### src/rtl/proc_datapath.sv
// Execution datapath: register file, A/G operand registers, ALU, shared bus,
// instruction register and the 2-bit timestep counter decoded by the control circuit.
module proc_datapath #(
  parameter int DATA_W = 10,
  parameter int NREG   = 8
) (
  input  logic              clk,
  input  logic              rst,
  input  logic              run,
  input  logic [DATA_W-1:0] DIN,
  input  logic [DATA_W-1:0] IMM,
  input  logic [2:0]        ALUcont,
  input  logic [2:0]        Rin,
  input  logic [2:0]        Rout,
  input  logic              ENW,
  input  logic              ENR,
  input  logic              Ain,
  input  logic              Gin,
  input  logic              Gout,
  input  logic              Ext,
  input  logic              IRin,
  input  logic              done,
  output logic [DATA_W-1:0] INSTR,
  output logic [1:0]        T,
  output logic [DATA_W-1:0] BUS,
  output logic [DATA_W-1:0] DOUT,
  output logic              Z
);

  localparam logic [DATA_W-1:0] ZERO_W = {DATA_W{1'b0}};

  logic [DATA_W-1:0] r_regs [NREG];
  logic [DATA_W-1:0] r_a;
  logic [DATA_W-1:0] r_g;
  logic [DATA_W-1:0] r_ir;
  logic [1:0]        r_t;
  logic              r_z;

  logic [DATA_W-1:0] w_rdata;
  logic [DATA_W-1:0] w_bus;
  logic [DATA_W-1:0] w_alu;

  // Arithmetic wraps at DATA_W bits; codes 110/111 pass the bus through.
  function automatic logic [DATA_W-1:0] alu_fn(
    input logic [DATA_W-1:0] a,
    input logic [DATA_W-1:0] b,
    input logic [2:0]        op
  );
    case (op)
      3'b000:  alu_fn = a + b;
      3'b001:  alu_fn = a - b;
      3'b010:  alu_fn = ~a;
      3'b011:  alu_fn = a & b;
      3'b100:  alu_fn = a | b;
      3'b101:  alu_fn = a ^ b;
      default: alu_fn = b;
    endcase
  endfunction

  // Register-file read port
  always_comb begin
    w_rdata = ZERO_W;
    if (int'(Rout) < NREG) begin
      w_rdata = r_regs[Rout];
    end else begin
      w_rdata = ZERO_W;
    end
  end

  // Shared bus mux, fixed priority G > register > immediate > DIN
  always_comb begin
    w_bus = DIN;
    if (Gout) begin
      w_bus = r_g;
    end else if (ENR) begin
      w_bus = w_rdata;
    end else if (Ext) begin
      w_bus = IMM;
    end else begin
      w_bus = DIN;
    end
  end

  // ALU result (uses old G when Gout and Gin coincide)
  always_comb begin
    w_alu = alu_fn(r_a, w_bus, ALUcont);
  end

  // Register file write port; reads in the same cycle see the old value
  always_ff @(posedge clk) begin
    if (rst) begin
      for (int i = 0; i < NREG; i++) begin
        r_regs[i] <= ZERO_W;
      end
    end else if (ENW && (int'(Rin) < NREG)) begin
      r_regs[Rin] <= w_bus;
    end
  end

  // A operand register
  always_ff @(posedge clk) begin
    if (rst) begin
      r_a <= ZERO_W;
    end else if (Ain) begin
      r_a <= w_bus;
    end
  end

  // G result register and zero flag; Z holds when G is not loaded
  always_ff @(posedge clk) begin
    if (rst) begin
      r_g <= ZERO_W;
      r_z <= 1'b0;
    end else if (Gin) begin
      r_g <= w_alu;
      r_z <= (w_alu == ZERO_W);
    end
  end

  // Instruction register loads straight from DIN, bypassing the bus
  always_ff @(posedge clk) begin
    if (rst) begin
      r_ir <= ZERO_W;
    end else if (IRin) begin
      r_ir <= DIN;
    end
  end

  // Timestep counter; T==3 wraps to 0 so a missing done cannot stall it
  always_ff @(posedge clk) begin
    if (rst) begin
      r_t <= 2'd0;
    end else if (done) begin
      r_t <= 2'd0;
    end else begin
      case (r_t)
        2'd0:    r_t <= run ? 2'd1 : 2'd0;
        2'd1:    r_t <= 2'd2;
        2'd2:    r_t <= 2'd3;
        2'd3:    r_t <= 2'd0;
        default: r_t <= 2'd0;
      endcase
    end
  end

  assign INSTR = r_ir;
  assign T     = r_t;
  assign BUS   = w_bus;
  assign DOUT  = r_g;
  assign Z     = r_z;

endmodule

### config.mk
export PLATFORM = sky130hd
export DESIGN_NAME = proc_datapath
export DESIGN_NICKNAME = d
export VERILOG_FILES = /design/src/rtl/proc_datapath.sv
export SDC_FILE = /design/constraint.sdc
export NUM_CORES = 1
export LEC_CHECK = 0
export ABC_AREA = 1
export CORE_MARGIN = 3
export CORE_UTILIZATION = 45
export CTS_CLUSTER_SIZE = 30
export DETAILED_ROUTE_END_ITERATION = 12
export PLACE_DENSITY_LB_ADDON = 0.15
export SYNTH_ARGS = -nofsm -noshare
export SYNTH_HDL_FRONTEND = slang
export SYNTH_SLANG_ARGS = --single-unit
### constraint.sdc
create_clock -name clk -period 5.2 [get_ports clk]
set_clock_uncertainty 0.1 [all_clocks]
set_input_delay 0.52 -clock clk [delete_from_list [all_inputs] [get_ports clk]]
set_output_delay 0.52 -clock clk [all_outputs]
set_load 0.01 [all_outputs]
==> summary.md <==
| Metric | Value |
|---|---|
| Cells after synthesis | `858` |
| Final Slew Violations | `0` |
| Slew margin rel. | `47.0%` |
| # clock sinks | `113` |
| Maximum clock frequency | `226 MHz` |
| Die span in y | `127 um` |
| CP endpoint kind | `flop` |
| Layout cells sized above 1 | `6.14%` |
| Final Hold Viols | `0` |
| Routed len/inst | `17.6 um` |
| First-pass GRT wire length | `a little over 30 mm` |
| Worst-path fanout max | `41` |
| Drt pass-1 iters | `5` |
| Simple-gate portion of the synthesized area | `26.9%` |
| Initial Utilization | `around 47%` |
| Worst reg2reg path endpoint | `Z` |
| Fillers | `between 1000 and 1500` |
| CTS tree | `built` |
| Max IR drop VDD | `0.209 mV` |
| Leading cell type in the layout, fill and taps excluded | `nand2_1` |
| Post-DP HPWL | `approximately 14 mm` |
| Slew @ Worst Pin | `792 ps` |
| Mapped cell area | `0.00661 mm2` |
| CTS HTree Levels | `4` |
| DIE WIDTH | `127 um` |
| Core Rows | `43` |
| Crit-path slowest cell | `clkdlybuf4s50_1` |
| Cell Count, Final, Fillers Out | `1108` |
| Multi-input logic area | `0.00297 mm2` |
| Post-DRT Antenna Nets | `0` |
| Final Wtd Congestion | `0.929` |
| CTS resizes | `0` |
| Post-synthesis mux area share | `0%` |
| RSZ-0062 raised after global routing | `no` |
| Reg2reg path depth | `23` |
| Die area | `0.0162 mm2` |
| Worst R2R Setup Slack | `1410 ps` |
| Period utilization | `between 80% and 90%` |
| Syn nets | `about 930` |
| # IOs | `73` |
| Initial antenna violation count | `0` |
| DR vias/cell | `between 5 and 6` |
| Worst-path clk slew | `~50 ps` |
| DRC | `0` |
| Total Wirelength | `19.5 mm` |
| Worst min-delay path class | `flop to flop` |
| Flops & latches, synth | `roughly 110` |
| Total Power | `roughly 2.7 mW` |
| Antenna Cells | `0` |
| CP top delay family | `simple AND/OR/NAND/NOR gates` |
| Hold EP | `Z` |
| Area Overhead vs Synth | `20.9%` |
| Final Util | `between 50 and 60%` |
| Vias in the first global route | `5787` |
| Num CTS Buffers | `17` |
| Register area | `0.00306 mm2` |
| Synth Warn # | `0` |
| Status | `complete, no violations` |
| Core Area | `0.0141 mm2` |
| PortBufs | `72` |
| GRT Overall Usage | `24.9%` |
| Adder-Cell Fraction of Synth Area | `6.55%` |
| WHS Path Cells | `2` |
| Async S/R FF share, synth | `0%` |
| Hold path startpoint | `Z` |
| Endpoints failing setup | `0` |
| Hold Buf Count CTS | `0` |
| Cell mode on critical path | `nand2_1` |
| Post-Synth XOR/XNOR Area | `0.927%` |
| Drt first-iter violations | `509` |
| Setup TNS | `0 ps` |
| CP bufs+invs | `4` |
| Crit Path Class | `input pin to flop` |
| Commonest cells after routing, fill and taps aside | `180 x nand2_1, 173 x nor2_1, 89 x inv_1` |
| Synth Flop Type | `edfxtp_1` |
| Worst R2R Start | `r_regs[0][1]` |
| CTS root buf | `clkbuf_16` |
| Req. time, crit path | `5440 ps` |
| Total grt overflow | `0` |
| Crit start category | `input pin` |
| Fin crit period | `4430 ps` |
| Clk_lat worst skew | `420 ps` |
| Power Density | `332 mW/mm2` |
| Compound-cell area share of the yosys netlist | `roughly a tenth` |
| Largest net degree at the start of global routing | `42` |
| Crit path DAT | `~4700 ps` |
| CP peak stage delay | `490 ps` |
| Max_cap viols | `0` |
| Post-synth EDFFs | `80` |
| Post-Syn Area per Cell | `7.71 um2` |
| Unique cell type count in the Yosys netlist | `39` |
| Layout Nets | `about 1000` |
| Longest Clk Path Bufs | `2` |
| Main combinational cell family by area after synthesis | `simple AND/OR/NAND/NOR gates` |
| Inst Count DP | `1077` |
| Sequential-to-total area share from yosys stat | `between 40% and 50%` |
| DR vias | `between 5000 and 6000` |
| Post-CTS Setup Inserts | `0` |
| Leakage | `3.51 nW` |
==> synthesized netlist by cell type, drive strengths merged, types with 6 or more instances <==
master	number	area share (%)
edfxtp	80	36
buf	15	1.5
xor2	6	0.79
inv	92	5.2
a21oi	39	3.0
nand3	62	4.8
o21ai	58	4.4
ha	33	6.2
nor2	173	9.8
o211ai	7	0.79
dfxtp	33	10
a211oi	6	0.68
clkbuf	33	1.9
nand2	188	11
nand4	6	0.57
==> where the power goes <==
part / leakage [nW] / internal, mW / switching, mW
Clock: 0.263 / 0.691 / 0.408
Combinational: 2.15 / 0.189 / 0.327
Sequential: 1.10 / 1.01 / 0.0264
Total: 3.51 / 1.89 / 0.761
==> how the worst max path moves through the flow <==
stage,start,to,slack (ps),cells after the start
after CTS,Rout[0],Z,820,26
after global placement,Rout[0],Z,420,27
after detailed placement,Rout[0],Z,420,26
after floorplan,Rout[0],DOUT[9],1270,28
final,Rout[0],Z,770,26
after global routing,Rout[0],Z,410,26
==> stage by stage <==
| step | worst slack (ps) | hold slack, ps | area [um2] |
|---|---|---|---|
| after CTS | 819 | 381 | 8000 |
| after floorplan | 1270 | 390 | 6610 |
| after global placement | 422 | 370 | 7450 |
| after detailed placement | 417 | 373 | 7450 |
| after global routing | 409 | 420 | 8000 |
| final | 774 | 380 | 8000 |
==> cell type report <==
class,instances,area share [%]
Timing Repair Buffer,87,10.4
Clock buffer,18,5.37
Tap cell,180,2.82
Inverter,96,4.50
Sequential cell,113,38.3
Clock inverter,13,1.52
Multi-Input combinational cell,601,37.1
==> sequential cells by signal, summed over array words and instances (netlist names) <==
register	cells
Z	1
DOUT	10
INSTR	10
r_regs	80
r_a	10
T	2
==> cells by family after synthesis <==
group,count (synthesis)
and+or+nand+nor,437
buffers and inverters,144
AOI/OAI and AO/OA,123
DFF,113
adders and majority gates,34
xor gates and xnor gates,7
==> worst register-to-register path, stage by stage, from the launching register on <==
cell	delay (ps)
edfxtp_1	350
inv_1	90
nand2_1	70
nand3_1	90
nand3_1	80
nand3_1	160
nand2_1	100
nand2_2	70
buf_4	240
nand3_2	140
nand2_1	130
xor2_1	170
ha_1	300
a21oi_1	210
nand2_1	120
o21ai_0	170
o2111ai_1	120
nor2_1	260
nand2_1	110
nor2_1	140
nand4_1	120
nor2_1	110
nand4_1	110
a21oi_1	140
==> metal layers <==
layer  share of wire (%)  wire, um  global-route usage [%]  up-vias
li1                    -         -                       -     2917
met3                 7.1      1380                    5.56       45
met4                 3.1       607                    9.72        0
met5                   0         0                       0        -
met1                  43      8360                    32.7     2707
met2                  47      9140                    40.1      226
Power figures use the tool's default switching activity.
